## config.mk

```make
export PLATFORM = sky130hd
export DESIGN_NAME = flt_add_sequencer_flat
export DESIGN_NICKNAME = d
export VERILOG_FILES = /design/src/rtl/flt_add_sequencer_if.sv /design/src/rtl/flt_add_sequencer.sv /design/src/flat_wrapper.sv
export SDC_FILE = /design/constraint.sdc
export NUM_CORES = 1
export LEC_CHECK = 0
export ABC_AREA = 1
export CAP_MARGIN = 20
export CORE_ASPECT_RATIO = 1.5
export CORE_UTILIZATION = 45
export DETAILED_ROUTE_END_ITERATION = 10
export PLACE_DENSITY = 0.74
export SETUP_SLACK_MARGIN = 0.4
export SKIP_LAST_GASP = 1
export SLEW_MARGIN = 20
export SYNTH_ARGS = -nofsm -noshare
export SYNTH_HDL_FRONTEND = slang
export SYNTH_SLANG_ARGS = --single-unit
```

## constraint.sdc

```tcl
create_clock -name clk -period 3.3 [get_ports clk]
set_input_delay 0.33 -clock clk [delete_from_list [all_inputs] [get_ports clk]]
set_output_delay 0.33 -clock clk [all_outputs]
set_load 0.01 [all_outputs]
```

## src/rtl/flt_add_sequencer_if.sv

```systemverilog
// Bundle between the float-add batch sequencer and its environment:
// top-level batch control, the shared byte-wide data memory port and the
// adder start/done handshake.
interface flt_add_sequencer_if #(
  parameter int CNT_W = 6
) ();
  // batch control
  logic             start;
  logic [7:0]       src_base;
  logic [7:0]       dst_base;
  logic [CNT_W-1:0] count;
  logic             busy;
  logic             done;
  logic             err;
  logic [CNT_W-1:0] pairs_done;
  // data memory port
  logic [7:0]       mem_addr;
  logic             mem_read;
  logic             mem_write;
  logic [7:0]       mem_wdata;
  logic [7:0]       mem_rdata;
  // adder handshake
  logic             add_start;
  logic [15:0]      op_a;
  logic [15:0]      op_b;
  logic             add_done;
  logic [15:0]      add_result;

  // sequencer side
  modport master (
    input  start, src_base, dst_base, count, mem_rdata, add_done, add_result,
    output mem_addr, mem_read, mem_write, mem_wdata, add_start, op_a, op_b,
           busy, done, err, pairs_done
  );

  // environment side (memory, adder, top-level control)
  modport slave (
    output start, src_base, dst_base, count, mem_rdata, add_done, add_result,
    input  mem_addr, mem_read, mem_write, mem_wdata, add_start, op_a, op_b,
           busy, done, err, pairs_done
  );
endinterface

```

## src/rtl/flt_add_sequencer.sv

```systemverilog
// Batch controller for the 16-bit float adder. For each operand pair it
// reads four bytes (A hi/lo, B hi/lo), pulses the adder, waits for the
// result (with timeout) and writes the sum back as two bytes. All outputs
// are registered and decoded from the next-state values, so strobes and
// addresses line up with the state they belong to.
module flt_add_sequencer #(
  parameter int TIMEOUT = 64,
  parameter int CNT_W   = 6
) (
  input  logic                clk,
  input  logic                reset,
  flt_add_sequencer_if.master bus
);

  localparam int WAIT_W = $clog2(TIMEOUT + 1);

  typedef enum logic [2:0] {
    S_IDLE  = 3'd0,
    S_RD    = 3'd1,
    S_ISSUE = 3'd2,
    S_WAIT  = 3'd3,
    S_WR    = 3'd4,
    S_NEXT  = 3'd5,
    S_DONE  = 3'd6,
    S_ERR   = 3'd7
  } state_e;

  state_e           state_q, state_d;
  logic [2:0]       k_q, k_d;            // sub-step inside RD / WR
  logic [CNT_W-1:0] idx_q, idx_d;
  logic [CNT_W-1:0] cnt_q, cnt_d;
  logic [CNT_W-1:0] pairs_q, pairs_d;
  logic [7:0]       src_q, src_d;
  logic [7:0]       dst_q, dst_d;
  logic [15:0]      a_q, a_d;
  logic [15:0]      b_q, b_d;
  logic [15:0]      res_q, res_d;
  logic [WAIT_W-1:0] wait_q, wait_d;

  logic [7:0]       mem_addr_q, mem_addr_d;
  logic [7:0]       mem_wdata_q, mem_wdata_d;
  logic             mem_read_q, mem_read_d;
  logic             mem_write_q, mem_write_d;
  logic             add_start_q, add_start_d;
  logic             busy_q, busy_d;
  logic             done_q, done_d;
  logic             err_q, err_d;

  logic [7:0]       idx8_s;
  logic [7:0]       rd_addr_s;
  logic [7:0]       wr_addr_s;

  // Next-state, datapath capture and registered-output decode.
  always_comb begin
    state_d = state_q;
    k_d     = k_q;
    idx_d   = idx_q;
    cnt_d   = cnt_q;
    pairs_d = pairs_q;
    src_d   = src_q;
    dst_d   = dst_q;
    a_d     = a_q;
    b_d     = b_q;
    res_d   = res_q;
    wait_d  = wait_q;

    case (state_q)
      S_IDLE, S_DONE, S_ERR: begin
        if (bus.start) begin
          src_d   = bus.src_base;
          dst_d   = bus.dst_base;
          cnt_d   = bus.count;
          idx_d   = '0;
          pairs_d = '0;
          k_d     = 3'd0;
          if (bus.count == '0) begin
            state_d = S_DONE;
          end else begin
            state_d = S_RD;
          end
        end else begin
          state_d = state_q;
        end
      end
      S_RD: begin
        // read data trails the strobe by one cycle: step k holds byte k-1
        case (k_q)
          3'd1:    a_d[15:8] = bus.mem_rdata;
          3'd2:    a_d[7:0]  = bus.mem_rdata;
          3'd3:    b_d[15:8] = bus.mem_rdata;
          3'd4:    b_d[7:0]  = bus.mem_rdata;
          default: a_d       = a_q;
        endcase
        if (k_q == 3'd4) begin
          k_d     = 3'd0;
          state_d = S_ISSUE;
        end else begin
          k_d = k_q + 3'd1;
        end
      end
      S_ISSUE: begin
        wait_d  = '0;
        state_d = S_WAIT;
      end
      S_WAIT: begin
        if (bus.add_done) begin
          res_d   = bus.add_result;
          k_d     = 3'd0;
          state_d = S_WR;
        end else if (wait_q == WAIT_W'(TIMEOUT - 1)) begin
          state_d = S_ERR;
        end else begin
          wait_d = wait_q + WAIT_W'(1);
        end
      end
      S_WR: begin
        if (k_q == 3'd0) begin
          k_d = 3'd1;
        end else begin
          k_d     = 3'd0;
          state_d = S_NEXT;
        end
      end
      S_NEXT: begin
        pairs_d = pairs_q + CNT_W'(1);
        idx_d   = idx_q + CNT_W'(1);
        if ((idx_q + CNT_W'(1)) == cnt_q) begin
          state_d = S_DONE;
        end else begin
          state_d = S_RD;
        end
      end
      default: state_d = S_IDLE;
    endcase

    // byte addresses wrap modulo 256
    idx8_s    = 8'(idx_d);
    rd_addr_s = src_d + {idx8_s[5:0], 2'b00} + {5'b00000, k_d};
    wr_addr_s = dst_d + {idx8_s[6:0], 1'b0} + {7'b0000000, k_d[0]};

    mem_read_d  = (state_d == S_RD) && (k_d < 3'd4);
    mem_write_d = (state_d == S_WR);
    if (mem_read_d) begin
      mem_addr_d  = rd_addr_s;
      mem_wdata_d = 8'h00;
    end else if (mem_write_d) begin
      mem_addr_d  = wr_addr_s;
      mem_wdata_d = (k_d == 3'd0) ? res_d[15:8] : res_d[7:0];
    end else begin
      mem_addr_d  = 8'h00;
      mem_wdata_d = 8'h00;
    end
    add_start_d = (state_d == S_ISSUE);
    busy_d      = !((state_d == S_IDLE) || (state_d == S_DONE) || (state_d == S_ERR));
    done_d      = (state_d == S_DONE);
    err_d       = (state_d == S_ERR);
  end

  // State, datapath and output registers; reset aborts from any state.
  always_ff @(posedge clk) begin
    if (reset) begin
      state_q     <= S_IDLE;
      k_q         <= 3'd0;
      idx_q       <= '0;
      cnt_q       <= '0;
      pairs_q     <= '0;
      src_q       <= 8'h00;
      dst_q       <= 8'h00;
      a_q         <= 16'h0000;
      b_q         <= 16'h0000;
      res_q       <= 16'h0000;
      wait_q      <= '0;
      mem_addr_q  <= 8'h00;
      mem_wdata_q <= 8'h00;
      mem_read_q  <= 1'b0;
      mem_write_q <= 1'b0;
      add_start_q <= 1'b0;
      busy_q      <= 1'b0;
      done_q      <= 1'b0;
      err_q       <= 1'b0;
    end else begin
      state_q     <= state_d;
      k_q         <= k_d;
      idx_q       <= idx_d;
      cnt_q       <= cnt_d;
      pairs_q     <= pairs_d;
      src_q       <= src_d;
      dst_q       <= dst_d;
      a_q         <= a_d;
      b_q         <= b_d;
      res_q       <= res_d;
      wait_q      <= wait_d;
      mem_addr_q  <= mem_addr_d;
      mem_wdata_q <= mem_wdata_d;
      mem_read_q  <= mem_read_d;
      mem_write_q <= mem_write_d;
      add_start_q <= add_start_d;
      busy_q      <= busy_d;
      done_q      <= done_d;
      err_q       <= err_d;
    end
  end

  assign bus.mem_addr   = mem_addr_q;
  assign bus.mem_wdata  = mem_wdata_q;
  assign bus.mem_read   = mem_read_q;
  assign bus.mem_write  = mem_write_q;
  assign bus.add_start  = add_start_q;
  assign bus.op_a       = a_q;
  assign bus.op_b       = b_q;
  assign bus.busy       = busy_q;
  assign bus.done       = done_q;
  assign bus.err        = err_q;
  assign bus.pairs_done = pairs_q;

endmodule

```

## src/flat_wrapper.sv

```systemverilog
// flat-port wrapper written by rule: the top's interface ports become plain ports
module flt_add_sequencer_flat 
#(
  parameter int TIMEOUT = 64,
  parameter int CNT_W   = 6
)
  (clk, reset, bus_start, bus_src_base, bus_dst_base, bus_count, bus_mem_rdata, bus_add_done, bus_add_result, bus_mem_addr, bus_mem_read, bus_mem_write, bus_mem_wdata, bus_add_start, bus_op_a, bus_op_b, bus_busy, bus_done, bus_err, bus_pairs_done);
  flt_add_sequencer_if #(.CNT_W(CNT_W)) bus_i ();
  input  logic clk;
  input  logic reset;
  input wire logic [$bits(bus_i.start)-1:0] bus_start;
  input wire logic [$bits(bus_i.src_base)-1:0] bus_src_base;
  input wire logic [$bits(bus_i.dst_base)-1:0] bus_dst_base;
  input wire logic [$bits(bus_i.count)-1:0] bus_count;
  input wire logic [$bits(bus_i.mem_rdata)-1:0] bus_mem_rdata;
  input wire logic [$bits(bus_i.add_done)-1:0] bus_add_done;
  input wire logic [$bits(bus_i.add_result)-1:0] bus_add_result;
  output wire logic [$bits(bus_i.mem_addr)-1:0] bus_mem_addr;
  output wire logic [$bits(bus_i.mem_read)-1:0] bus_mem_read;
  output wire logic [$bits(bus_i.mem_write)-1:0] bus_mem_write;
  output wire logic [$bits(bus_i.mem_wdata)-1:0] bus_mem_wdata;
  output wire logic [$bits(bus_i.add_start)-1:0] bus_add_start;
  output wire logic [$bits(bus_i.op_a)-1:0] bus_op_a;
  output wire logic [$bits(bus_i.op_b)-1:0] bus_op_b;
  output wire logic [$bits(bus_i.busy)-1:0] bus_busy;
  output wire logic [$bits(bus_i.done)-1:0] bus_done;
  output wire logic [$bits(bus_i.err)-1:0] bus_err;
  output wire logic [$bits(bus_i.pairs_done)-1:0] bus_pairs_done;
  assign bus_i.start = bus_start;
  assign bus_i.src_base = bus_src_base;
  assign bus_i.dst_base = bus_dst_base;
  assign bus_i.count = bus_count;
  assign bus_i.mem_rdata = bus_mem_rdata;
  assign bus_i.add_done = bus_add_done;
  assign bus_i.add_result = bus_add_result;
  assign bus_mem_addr = bus_i.mem_addr;
  assign bus_mem_read = bus_i.mem_read;
  assign bus_mem_write = bus_i.mem_write;
  assign bus_mem_wdata = bus_i.mem_wdata;
  assign bus_add_start = bus_i.add_start;
  assign bus_op_a = bus_i.op_a;
  assign bus_op_b = bus_i.op_b;
  assign bus_busy = bus_i.busy;
  assign bus_done = bus_i.done;
  assign bus_err = bus_i.err;
  assign bus_pairs_done = bus_i.pairs_done;
  flt_add_sequencer #(.TIMEOUT(TIMEOUT), .CNT_W(CNT_W)) u_core (.clk(clk), .reset(reset), .bus(bus_i));
endmodule
```

==> results.toml, run 1 <==
[outcome]
outcome = "finished, final reports clean"

[synthesis]
ys_warn_count = 0
async_reset_ff_frac = 0
syn_avg_cell_area_um2 = 7.40
ys.flop_type = "dfxtp_1"
synthTopCellsByArea = "dfxtp_1, nor2_1, nand2_1"
postSynthCellCount = 751
synth-seq-area-share = 0.422
yosysTopAreaCellShare = 0.422
syn-cell-area_mm2 = 0.00556
ys_seq_elements = 117
synth-edff-count = 0
ys_top_cells_by_count = "nor2_1, nand2_1, dfxtp_1"
synth_top_area_cell = "dfxtp_1"
ys_types = 39
syn-num-nets = 830
synth_most_common_cell = "nor2_1"

[sta]
relSlewSlack = 0.570
period_needed_ns = 2.89
finalSetupTns_ns = 0
rsz0062_at_grt = "true"
slew_violations = 0
setup_viol = 0
finalHoldViolations = 0
finalClockSkew_ns = 0.00774
fmax_mhz = 346
fin_crit_sh = 0.876
worst_pin_slew_ns = 0.642

[global_route]
met2_usage = 0.375
overflow = 0
antenna_found_initial = 0
first_global_vias = 4778
grt_max_degree = 49
grt.met3_usage = 0.0528
busiest_layer = "met2"
grt_use_met1 = 0.258
grt_pass1_wl_mm = 22.0
grt_usage = 0.217

[clock_network]
cts_tree = "built"
clk_latency_ns = 0.41
cts_sinks = 117
hold_buffers = 0
htreeDepth = 4
clkTransAtPathRegs_ns = 0.06
cts-root-buf = "clkbuf_16"
cts_buffers = 17
clock_tree.buffer_depth = 2

[floorplanning]
fp.dieW_um = 92.7
dieArea_mm2 = 0.0128
rows = 49
core_area_mm2 = 0.0120
num_io_pins = 110
die_h_um = 138
start_util = 0.462

[final_layout]
fill_cells = 1059
antenna_cells = 0
final_core_utilization = 0.647
nets = 964
areaGrowthSynthToFinish_pct = 39.8
drive_above_1_share = 0.129

[setup_path]
worstPathCellList = "inv_2 -> ha_4 -> nand2_1 -> nand2_2 -> inv_1 -> a22oi_2 -> inv_1 -> ha_4 -> ha_4 -> fa_2 -> nand3_1 -> nand2_1 -> nand2_1 -> nand2_2 -> a21oi_2 -> xnor2_1 -> nand4_1 -> nand2_1"
cp-start-kind = "flop"
cp_common_cell = "nand2_1"
cp.required_ns = 3.65
timing.critical_path.fanout_max = 4
slowest_delay_ns = 0.38
cpMaxStageDelayCell = "fa_2"
crit_arrival_ns = 3.25
crit_path_end_kind = "flop"
crit_type = "flop to flop"

[power_and_ir_drop]
powerDensity_mw_per_mm2 = 502
ir_drop_mv = 0.354
p_leak_uw = 0.00361

[routing]
first_pass_iters = 5
vias = 5212
routed_wl_mm = 13.9
drt_iter0_markers = 215
routed_via_density = 4.96
post-route-drc-count = 0
ant_nets = 0
wl_per_cell_um = 13.3

[job]
drv_cap = 0

[place]
hpwlAfterDp_mm = 9.58
gp_congestion = 0.831
io_buffers = 109

[worst_hold_path]
hold_class = "input port to flop"
==> report_power, final <==
part / internal [uW] / switching (uW) / leakage (uW) / total (uW)
clock: 1140 / 691 / 0.000292 / 1830
combinational: 273 / 302 / 0.00236 / 575
sequential: 1470 / 29.2 / 0.000952 / 1500
total: 2880 / 1020 / 0.00361 / 3900
==> sequential cells by signal, summed over array words and instances, names as in the netlist, 7 cells and up <==
name                  count
u_core.bus.op_a          16
u_core.bus.op_b          16
u_core.res_q             16
u_core.bus.mem_addr       8
u_core.bus.mem_wdata      8
u_core.dst_q              8
u_core.src_q              8
u_core.wait_q             7
==> final cells by class <==
cell class                      instances  area [um^2]  share of cell area
Multi-Input combinational cell        513         2950               0.379
Sequential cell                       117         2360               0.303
Timing Repair Buffer                  135         1310               0.168
Clock buffer                           18          439              0.0565
Inverter                              101          379              0.0488
Tap cell                              153          191              0.0246
Clock inverter                         13          149              0.0192
==> routing by layer <==
layer,vias to the layer above,share of wire
met5,-,0
met4,0,0.020
met3,25,0.045
met2,141,0.51
met1,2375,0.42
li1,2671,-
==> timing repair <==
| item | 4_1_cts | 5_1_grt |
|---|---|---|
| resized for setup | 11 | 45 |
| endpoints found under the hold margin | 0 | 0 |
| pin swaps | 1 | 22 |
| endpoints found under the setup margin | 3 | 4 |
| buffers inserted | 2 | 9 |
==> metrics by stage <==
stage          cells  power [uW]  instance area, um^2  setup WS, ns  hold WS (ns)
2_1_floorplan    751        1820                 5560         0.433         0.422
3_3_place_gp    1008        2010                 6860         0.173         0.456
3_5_place_dp    1008        2010                 6860         0.119         0.465
4_1_cts         1041        3860                 7500         0.422         0.307
5_1_grt         1050        4060                 7770         0.267         0.334
6_report        1050        3900                 7770         0.408         0.312
==> layout by cell type, fill, tap and decap left out, types with 3 or more instances in the layout <==
master,n
clkdlybuf4s50_1,108
buf_6,4
buf_4,21
inv_1,97
clkinv_4,4
nor2_2,4
or2_2,8
clkbuf_16,17
dfxtp_4,3
ha_1,22
inv_6,5
mux2i_1,21
nand3_1,34
nor2_1,143
xnor2_1,3
ha_4,6
nand3_2,3
dfxtp_1,112
xor2_1,9
a211oi_1,3
a21oi_1,33
a21oi_2,4
nand2_1,111
nand2_2,8
nand4_1,13
o21ai_1,4
o21ai_0,49
nand2_4,4
nor3_1,5
==> worst paths after layout <==
kind / start / endpoint / slack (ns) / cells past startpoint
max: u_core.k_q[1] / u_core.bus.mem_addr[7] / 0.41 / 18
min: reset / u_core.state_q[1] / 0.31 / 4
max reg2reg: u_core.k_q[1] / u_core.bus.mem_addr[7] / 0.41 / 18
min reg2reg: u_core.wait_q[5] / u_core.wait_q[5] / 0.47 / 1
==> cells by family after synthesis <==
logic type,Yosys count,share of synthesized area
simple gates,344,0.265
buf+inv,121,0.0847
compound gates,105,0.102
flops,117,0.422
mux,22,0.0396
fa+ha+maj,29,0.0667
xor+xnor,13,0.0205
==> worst max-delay path: cells and delay by family, from the launching register on <==
kind                     cells  cell delay (ns)
AO/OA/AOI/OAI                2             0.39
XOR/XNOR                     1             0.14
buffers and inverters        3             0.28
flip-flops                   1             0.35
adder cells (fa/ha/maj)      4             0.94
AND/OR/NAND/NOR              8             0.72
Note: power is estimated with default switching activity, not from simulation.
==> inputs of run 2 (changes only) <==
--- a/config.mk
+++ b/config.mk
@@ -13,7 +13,6 @@
 export PLACE_DENSITY = 0.74
 export SETUP_SLACK_MARGIN = 0.4
 export SKIP_LAST_GASP = 1
-export SLEW_MARGIN = 20
 export SYNTH_ARGS = -nofsm -noshare
 export SYNTH_HDL_FRONTEND = slang
 export SYNTH_SLANG_ARGS = --single-unit
==> results of run 2 <==
No change in the layout: final DEF, timing and power equal those of run 1.
